[src/rtl/mem_port_arbiter_if.sv]
// Bus bundle between the fetch/data requesters, the arbiter and the unified memory.
// The slave modport is the arbiter's view; master is the surrounding pipeline and memory.
interface mem_port_arbiter_if #(
  parameter int ADDR_W = 32,
  parameter int DATA_W = 32
);
  logic              if_req;
  logic [ADDR_W-1:0] if_addr;
  logic              if_gnt;
  logic              if_rvalid;
  logic [DATA_W-1:0] if_rdata;

  logic              d_req;
  logic              d_we;
  logic [ADDR_W-1:0] d_addr;
  logic [DATA_W-1:0] d_wdata;
  logic              d_gnt;
  logic              d_rvalid;
  logic [DATA_W-1:0] d_rdata;

  logic              mem_en;
  logic              mem_we;
  logic [ADDR_W-1:0] mem_addr;
  logic [DATA_W-1:0] mem_wdata;
  logic [DATA_W-1:0] mem_rdata;

  modport master (
    output if_req, if_addr, d_req, d_we, d_addr, d_wdata, mem_rdata,
    input  if_gnt, if_rvalid, if_rdata, d_gnt, d_rvalid, d_rdata,
    input  mem_en, mem_we, mem_addr, mem_wdata
  );

  modport slave (
    input  if_req, if_addr, d_req, d_we, d_addr, d_wdata, mem_rdata,
    output if_gnt, if_rvalid, if_rdata, d_gnt, d_rvalid, d_rdata,
    output mem_en, mem_we, mem_addr, mem_wdata
  );
endinterface

[src/rtl/mem_port_arbiter.sv]
// Shares one single-port memory between instruction fetch and data ports, one access at a time.
// Define MEM_ARB_ROUND_ROBIN_EN for round-robin arbitration instead of D-priority with IF starvation guard.
module mem_port_arbiter #(
  parameter int ADDR_W      = 32,
  parameter int DATA_W      = 32,
  parameter int MEM_LATENCY = 2,
  parameter int STARVE_MAX  = 4
) (
  input  logic              clk,
  input  logic              reset,
  mem_port_arbiter_if.slave bus,
  output logic              busy
);
  typedef enum logic [1:0] {S_IDLE, S_ACCESS, S_WAIT, S_RESP} state_t;

  state_t            state_q, state_d;
  logic [3:0]        cnt_q, cnt_d;
  logic              win_d_q, win_d_d;
  logic              is_wr_q, is_wr_d;
  logic              mem_en_q, mem_en_d;
  logic              mem_we_q, mem_we_d;
  logic [ADDR_W-1:0] mem_addr_q, mem_addr_d;
  logic [DATA_W-1:0] mem_wdata_q, mem_wdata_d;
  logic              if_gnt_q, if_gnt_d;
  logic              d_gnt_q, d_gnt_d;
  logic              if_rvalid_q, if_rvalid_d;
  logic              d_rvalid_q, d_rvalid_d;
  logic [DATA_W-1:0] if_rdata_q, if_rdata_d;
  logic [DATA_W-1:0] d_rdata_q, d_rdata_d;
  logic              pick_d;

`ifdef MEM_ARB_ROUND_ROBIN_EN
  // last_win_q: 1 when the data port won the previous grant
  logic last_win_q, last_win_d;

  assign pick_d = bus.d_req & (~bus.if_req | ~last_win_q);
`else
  logic [3:0] starve_q, starve_d;
  logic       both_req;

  assign both_req = bus.if_req & bus.d_req;
  assign pick_d   = bus.d_req & (~bus.if_req | (starve_q != 4'(STARVE_MAX)));
`endif

  always_comb begin
    state_d     = state_q;
    cnt_d       = cnt_q;
    win_d_d     = win_d_q;
    is_wr_d     = is_wr_q;
    mem_en_d    = 1'b0;
    mem_we_d    = 1'b0;
    mem_addr_d  = mem_addr_q;
    mem_wdata_d = mem_wdata_q;
    if_gnt_d    = 1'b0;
    d_gnt_d     = 1'b0;
    if_rvalid_d = 1'b0;
    d_rvalid_d  = 1'b0;
    if_rdata_d  = if_rdata_q;
    d_rdata_d   = d_rdata_q;
`ifdef MEM_ARB_ROUND_ROBIN_EN
    last_win_d  = last_win_q;
`else
    starve_d    = starve_q;
`endif

    unique case (state_q)
      S_IDLE: begin
        // Grant and memory strobe are registered, so they appear in the ACCESS cycle
        if (bus.if_req | bus.d_req) begin
          state_d     = S_ACCESS;
          win_d_d     = pick_d;
          is_wr_d     = pick_d & bus.d_we;
          mem_en_d    = 1'b1;
          mem_we_d    = pick_d & bus.d_we;
          mem_addr_d  = pick_d ? bus.d_addr : bus.if_addr;
          mem_wdata_d = pick_d ? bus.d_wdata : '0;
          if_gnt_d    = ~pick_d;
          d_gnt_d     = pick_d;
`ifdef MEM_ARB_ROUND_ROBIN_EN
          last_win_d  = pick_d;
`else
          if (!pick_d) begin
            starve_d = '0;
          end else if (both_req && starve_q != 4'hF) begin
            starve_d = starve_q + 4'd1;
          end
`endif
        end
      end
      S_ACCESS: begin
        cnt_d   = 4'(MEM_LATENCY - 1);
        state_d = S_WAIT;
      end
      S_WAIT: begin
        if (cnt_q == 4'd0) begin
          state_d     = S_RESP;
          d_rvalid_d  = win_d_q;
          if_rvalid_d = ~win_d_q;
          if (!is_wr_q) begin
            if (win_d_q) begin
              d_rdata_d = bus.mem_rdata;
            end else begin
              if_rdata_d = bus.mem_rdata;
            end
          end
        end else begin
          cnt_d = cnt_q - 4'd1;
        end
      end
      S_RESP: begin
        state_d = S_IDLE;
      end
      default: begin
        state_d = S_IDLE;
      end
    endcase
  end

  always_ff @(posedge clk or posedge reset) begin
    if (reset) begin
      state_q     <= S_IDLE;
      cnt_q       <= '0;
      win_d_q     <= 1'b0;
      is_wr_q     <= 1'b0;
      mem_en_q    <= 1'b0;
      mem_we_q    <= 1'b0;
      mem_addr_q  <= '0;
      mem_wdata_q <= '0;
      if_gnt_q    <= 1'b0;
      d_gnt_q     <= 1'b0;
      if_rvalid_q <= 1'b0;
      d_rvalid_q  <= 1'b0;
      if_rdata_q  <= '0;
      d_rdata_q   <= '0;
`ifdef MEM_ARB_ROUND_ROBIN_EN
      last_win_q  <= 1'b0;
`else
      starve_q    <= '0;
`endif
    end else begin
      state_q     <= state_d;
      cnt_q       <= cnt_d;
      win_d_q     <= win_d_d;
      is_wr_q     <= is_wr_d;
      mem_en_q    <= mem_en_d;
      mem_we_q    <= mem_we_d;
      mem_addr_q  <= mem_addr_d;
      mem_wdata_q <= mem_wdata_d;
      if_gnt_q    <= if_gnt_d;
      d_gnt_q     <= d_gnt_d;
      if_rvalid_q <= if_rvalid_d;
      d_rvalid_q  <= d_rvalid_d;
      if_rdata_q  <= if_rdata_d;
      d_rdata_q   <= d_rdata_d;
`ifdef MEM_ARB_ROUND_ROBIN_EN
      last_win_q  <= last_win_d;
`else
      starve_q    <= starve_d;
`endif
    end
  end

  assign bus.if_gnt    = if_gnt_q;
  assign bus.d_gnt     = d_gnt_q;
  assign bus.if_rvalid = if_rvalid_q;
  assign bus.d_rvalid  = d_rvalid_q;
  assign bus.if_rdata  = if_rdata_q;
  assign bus.d_rdata   = d_rdata_q;
  assign bus.mem_en    = mem_en_q;
  assign bus.mem_we    = mem_we_q;
  assign bus.mem_addr  = mem_addr_q;
  assign bus.mem_wdata = mem_wdata_q;
  assign busy          = (state_q != S_IDLE);
endmodule

[src/flat_wrapper.sv]
// flat-port wrapper written by rule: the top's interface ports become plain ports
module mem_port_arbiter_flat 
#(
  parameter int ADDR_W      = 32,
  parameter int DATA_W      = 32,
  parameter int MEM_LATENCY = 2,
  parameter int STARVE_MAX  = 4
)
  (clk, reset, busy, bus_if_req, bus_if_addr, bus_d_req, bus_d_we, bus_d_addr, bus_d_wdata, bus_mem_rdata, bus_if_gnt, bus_if_rvalid, bus_if_rdata, bus_d_gnt, bus_d_rvalid, bus_d_rdata, bus_mem_en, bus_mem_we, bus_mem_addr, bus_mem_wdata);
  mem_port_arbiter_if #(.ADDR_W(ADDR_W), .DATA_W(DATA_W)) bus_i ();
  input  logic clk;
  input  logic reset;
  output logic busy;
  input wire logic [$bits(bus_i.if_req)-1:0] bus_if_req;
  input wire logic [$bits(bus_i.if_addr)-1:0] bus_if_addr;
  input wire logic [$bits(bus_i.d_req)-1:0] bus_d_req;
  input wire logic [$bits(bus_i.d_we)-1:0] bus_d_we;
  input wire logic [$bits(bus_i.d_addr)-1:0] bus_d_addr;
  input wire logic [$bits(bus_i.d_wdata)-1:0] bus_d_wdata;
  input wire logic [$bits(bus_i.mem_rdata)-1:0] bus_mem_rdata;
  output wire logic [$bits(bus_i.if_gnt)-1:0] bus_if_gnt;
  output wire logic [$bits(bus_i.if_rvalid)-1:0] bus_if_rvalid;
  output wire logic [$bits(bus_i.if_rdata)-1:0] bus_if_rdata;
  output wire logic [$bits(bus_i.d_gnt)-1:0] bus_d_gnt;
  output wire logic [$bits(bus_i.d_rvalid)-1:0] bus_d_rvalid;
  output wire logic [$bits(bus_i.d_rdata)-1:0] bus_d_rdata;
  output wire logic [$bits(bus_i.mem_en)-1:0] bus_mem_en;
  output wire logic [$bits(bus_i.mem_we)-1:0] bus_mem_we;
  output wire logic [$bits(bus_i.mem_addr)-1:0] bus_mem_addr;
  output wire logic [$bits(bus_i.mem_wdata)-1:0] bus_mem_wdata;
  assign bus_i.if_req = bus_if_req;
  assign bus_i.if_addr = bus_if_addr;
  assign bus_i.d_req = bus_d_req;
  assign bus_i.d_we = bus_d_we;
  assign bus_i.d_addr = bus_d_addr;
  assign bus_i.d_wdata = bus_d_wdata;
  assign bus_i.mem_rdata = bus_mem_rdata;
  assign bus_if_gnt = bus_i.if_gnt;
  assign bus_if_rvalid = bus_i.if_rvalid;
  assign bus_if_rdata = bus_i.if_rdata;
  assign bus_d_gnt = bus_i.d_gnt;
  assign bus_d_rvalid = bus_i.d_rvalid;
  assign bus_d_rdata = bus_i.d_rdata;
  assign bus_mem_en = bus_i.mem_en;
  assign bus_mem_we = bus_i.mem_we;
  assign bus_mem_addr = bus_i.mem_addr;
  assign bus_mem_wdata = bus_i.mem_wdata;
  mem_port_arbiter #(.ADDR_W(ADDR_W), .DATA_W(DATA_W), .MEM_LATENCY(MEM_LATENCY), .STARVE_MAX(STARVE_MAX)) u_core (.clk(clk), .reset(reset), .bus(bus_i), .busy(busy));
endmodule
[config.mk]
export PLATFORM = sky130hd
export DESIGN_NAME = mem_port_arbiter_flat
export DESIGN_NICKNAME = d
export VERILOG_FILES = /design/src/rtl/mem_port_arbiter_if.sv /design/src/rtl/mem_port_arbiter.sv /design/src/flat_wrapper.sv
export SDC_FILE = /design/constraint.sdc
export NUM_CORES = 1
export LEC_CHECK = 0
export ABC_AREA = 1
export ABC_CLOCK_PERIOD_IN_PS = 9900
export BUFFER_PORTS_ARGS = -buffer_cell sky130_fd_sc_hd__clkbuf_2
export CORE_MARGIN = 2
export CORE_UTILIZATION = 41
export DETAILED_ROUTE_END_ITERATION = 10
export PLACE_DENSITY = 0.7
export SKIP_CTS_REPAIR_TIMING = 1
export SLEW_MARGIN = 5
export SYNTH_ARGS = -nofsm -noshare
export SYNTH_HDL_FRONTEND = slang
export SYNTH_SLANG_ARGS = --single-unit
[constraint.sdc]
create_clock -name clk -period 9.9 [get_ports clk]
set_input_delay 0.495 -clock clk [delete_from_list [all_inputs] [get_ports clk]]
set_output_delay 0.495 -clock clk [all_outputs]
set_load 0.02 [all_outputs]
==> metrics.csv <==
stage,metric,value,unit
place,place.detailed.hpwl,11400,um
logic_synthesis,synth.distinct_cells,25,
setup_path,required,10180,ps
route,routed.top_layer,met4,
logic_synthesis,synth_top_area_cell,dfrtp_1,
logic_synthesis,synthXorXnorAreaFrac,0.265,%
logic_synthesis,ys.flop_type,dfrtp_1,
setup_path,critical_path.endpoint_type,flip-flop,
global_routing,grt_pass1_vias,5043,
logic_synthesis,ys_warn_count,0,
cts,cts.sinks,146,
place,dp.cells,1214,
sta,fmax,0.370,GHz
logic_synthesis,synth_compound_area_share,9.28,%
final_layout,stdcell_count,1246,
logic_synthesis,synthCells,767,
global_routing,gr-total-overflow,0,
sta,setup_viol,0,
logic_synthesis,synthMuxAreaShare,0,%
cts,clk_pin_slew,60,ps
sta,worst-slew-pin-transition,1100,ps
global_routing,grt_start_max_net_pins,94,
final_layout,syn_to_final_growth,28.9,%
route,dr.pass1.iters,4,
logic_synthesis,synth_edf_count,0,
logic_synthesis,synthTopCellsByCount,"224 x nand2_1, 146 x dfrtp_1, 145 x inv_1, 76 x nand3_1, 64 x o21ai_1",
global_routing,grt_pass1_wl,24500,um
floorplanning,die_y,131,um
global_routing,grt_usage,18.5,%
route,detail-route-antenna-nets,0,
logic_synthesis,syn_area_per_cell,8.62,um2
final_layout,nNetsFinal,1157,
place,io_buffers,267,
sta,rsz0062_at_grt,no,
sta,relSlewSlack,26.4,%
hold_path,worst_hold_path_type,in -> async,
floorplanning,coreArea,15800,um2
sta,timing.final.crit_share,27.3,%
final_layout,drive_gt1_share,33.2,%
final_layout,nFillCells,1506,
route,num_vias,5616,
setup_path,reg2reg_slack,7200,ps
power_and_ir_drop,max-vdd-ir-drop,0.131,mV
setup_path,rr_startpoint,u_core.state_q[0]$_DFFE_PP0P_,
route,wl_met2,7240,um
logic_synthesis,synth_top_family_by_area,simple AND/OR/NAND/NOR gates,
logic_synthesis,syn_area,6610,um2
power_and_ir_drop,p_per_area,336,nW/um2
logic_synthesis,syn-num-nets,907,
route,routed_wirelength,15900,um
sta,fin_crit,2700,ps
cts,cts_tree,built,
logic_synthesis,yosysTopAreaCellShare,55.3,%
place,gp_congestion,0.770,
sta,finalMaxSlewViolations,0,
logic_synthesis,ys_seq_area_share,55.3,%
logic_synthesis,synth.top_cells.by_area,"dfrtp_1 55%, nand2_1 13%, inv_1 8.2%, nand3_1 5.8%, o21ai_1 4.8%",
run_status,status,finished clean,
final_layout,diodes,0,
route,drtIter0Drc,267,
setup_path,arrival,2980,ps
power_and_ir_drop,leakagePower,5.09,nW
setup_path,path_class,reg -> reg,
route,route.detailed.drc,0,
setup_path,crit_path_start,u_core.state_q[0]$_DFFE_PP0P_,
route,drt-met1-wl,6950,um
logic_synthesis,yosys.area_share.simple,21.0,%
global_routing,grt_antenna_before_repair,0,
floorplanning,num_rows,46,
cts,cts.htree.levels,4,
sta,tns,0,ps
setup_path,setup.worst_path.start_class,flip-flop,
cts,clock_path_buffers,2,
route,met3_length,1420,um
logic_synthesis,synth_most_common_cell,nand2_1,
route,vias_per_cell,4.51,
floorplanning,ioPinCount,268,
floorplanning,die_w,131,um
logic_synthesis,synthArstFlopShare,100,%
cts,cts_made_buffers,17,
floorplanning,die_area,17200,um2
sta,final_hold_viol_count,0,
power_and_ir_drop,p_total,2.86,mW
sta,fin_skew,9.45,ps
logic_synthesis,ys_ff_latch,146,
setup_path,crit_fanout,65,
run,maxCapViolCount,0,
cts,clkLatencyLatePin,420,ps
cts,cts-root-buf,clkbuf_16,
route,wire_per_inst,12.8,um
floorplanning,initial_core_util,41.8,%
logic_synthesis,synthAdderAreaFrac,1.33,%
[flip-flops by register name, indices dropped and copies added (netlist names)]
register	flops
u_core.bus.mem_we	1
u_core.bus.d_rdata	32
u_core.cnt_q	4
u_core.starve_q	4
u_core.bus.if_gnt	1
u_core.bus.if_rdata	32
u_core.bus.mem_wdata	32
u_core.bus.mem_addr	32
u_core.bus.d_rvalid	1
u_core.is_wr_q	1
u_core.win_d_q	1
u_core.state_q	2
u_core.bus.d_gnt	1
u_core.bus.mem_en	1
u_core.bus.if_rvalid	1
[per-layer routing]
layer	vias up	track usage, %
met3	25	6.31
met1	2518	23.5
met5	-	0
li1	2848	-
met2	225	28.8
met4	0	8.20
[worst paths after layout]
check | endpoint | cells past startpoint
min in group clk | u_core.bus.mem_wdata[0]$_DFFE_PP0P_ | 3
min | u_core.bus.d_rdata[4]$_DFFE_PP0P_ | 2
max | u_core.bus.mem_wdata[8]$_DFFE_PP0P_ | 7
max in group asynchronous | u_core.bus.mem_addr[9]$_DFFE_PP0P_ | 3
min reg2reg | u_core.bus.mem_addr[7]$_DFFE_PP0P_ | 2
max reg2reg | u_core.bus.mem_wdata[8]$_DFFE_PP0P_ | 7
[cell families after synthesis]
kind of cell	Yosys count
compound gates	102
flops	146
buf+inv	187
fa+ha+maj	7
xor+xnor	2
simple gates	323
[per-stage QoR]
step | hold WS, ps | utilization, % | worst slack [ps] | cell area, um2
after global placement | 461 | 50.2 | 6990 | 7950
after global routing | 282 | 53.8 | 6900 | 8520
after CTS | 272 | 53.8 | 7140 | 8520
final | 244 | 53.8 | 7200 | 8520
after floorplan | 439 | - | 5480 | 6610
after detailed placement | 464 | 50.2 | 6930 | 7950
[layout by cell type, fill, tap and decap left out, drive strengths merged, types with 7 or more instances in the layout]
cell and instances:
ha 7, nand3 78, clkinv 7, nor2 15
nand2 227, clkbuf 286, inv 151, o21ai 100
dfrtp 146
[critical path, stage by stage, from the launching register on]
cell	delay, ps
dfrtp_1	380
inv_1	100
ha_1	280
inv_2	80
nor2_4	690
inv_2	660
nand2_1	250
o21ai_2	70
[power by group]
| group | switching (mW) | total [mW] | leakage, nW | internal [mW] |
|---|---|---|---|---|
| combinational | 0.807 | 1.20 | 3.02 | 0.394 |
| sequential | 0.162 | 1.04 | 1.80 | 0.879 |
| clock | 0.247 | 0.618 | 0.277 | 0.371 |
[final cells by class]
class / count / area [um2] / area share (%)
flip-flops and latches: 146 / 3650 / 42.9
well taps: 216 / 270 / 3.17
repair buffers: 269 / 1350 / 15.9
multi-input cells: 434 / 2110 / 24.8
clock buffers: 19 / 433 / 5.08
inverters: 149 / 564 / 6.63
clock inverters: 13 / 135 / 1.59
No activity file was read; power rests on OpenSTA's default activity.
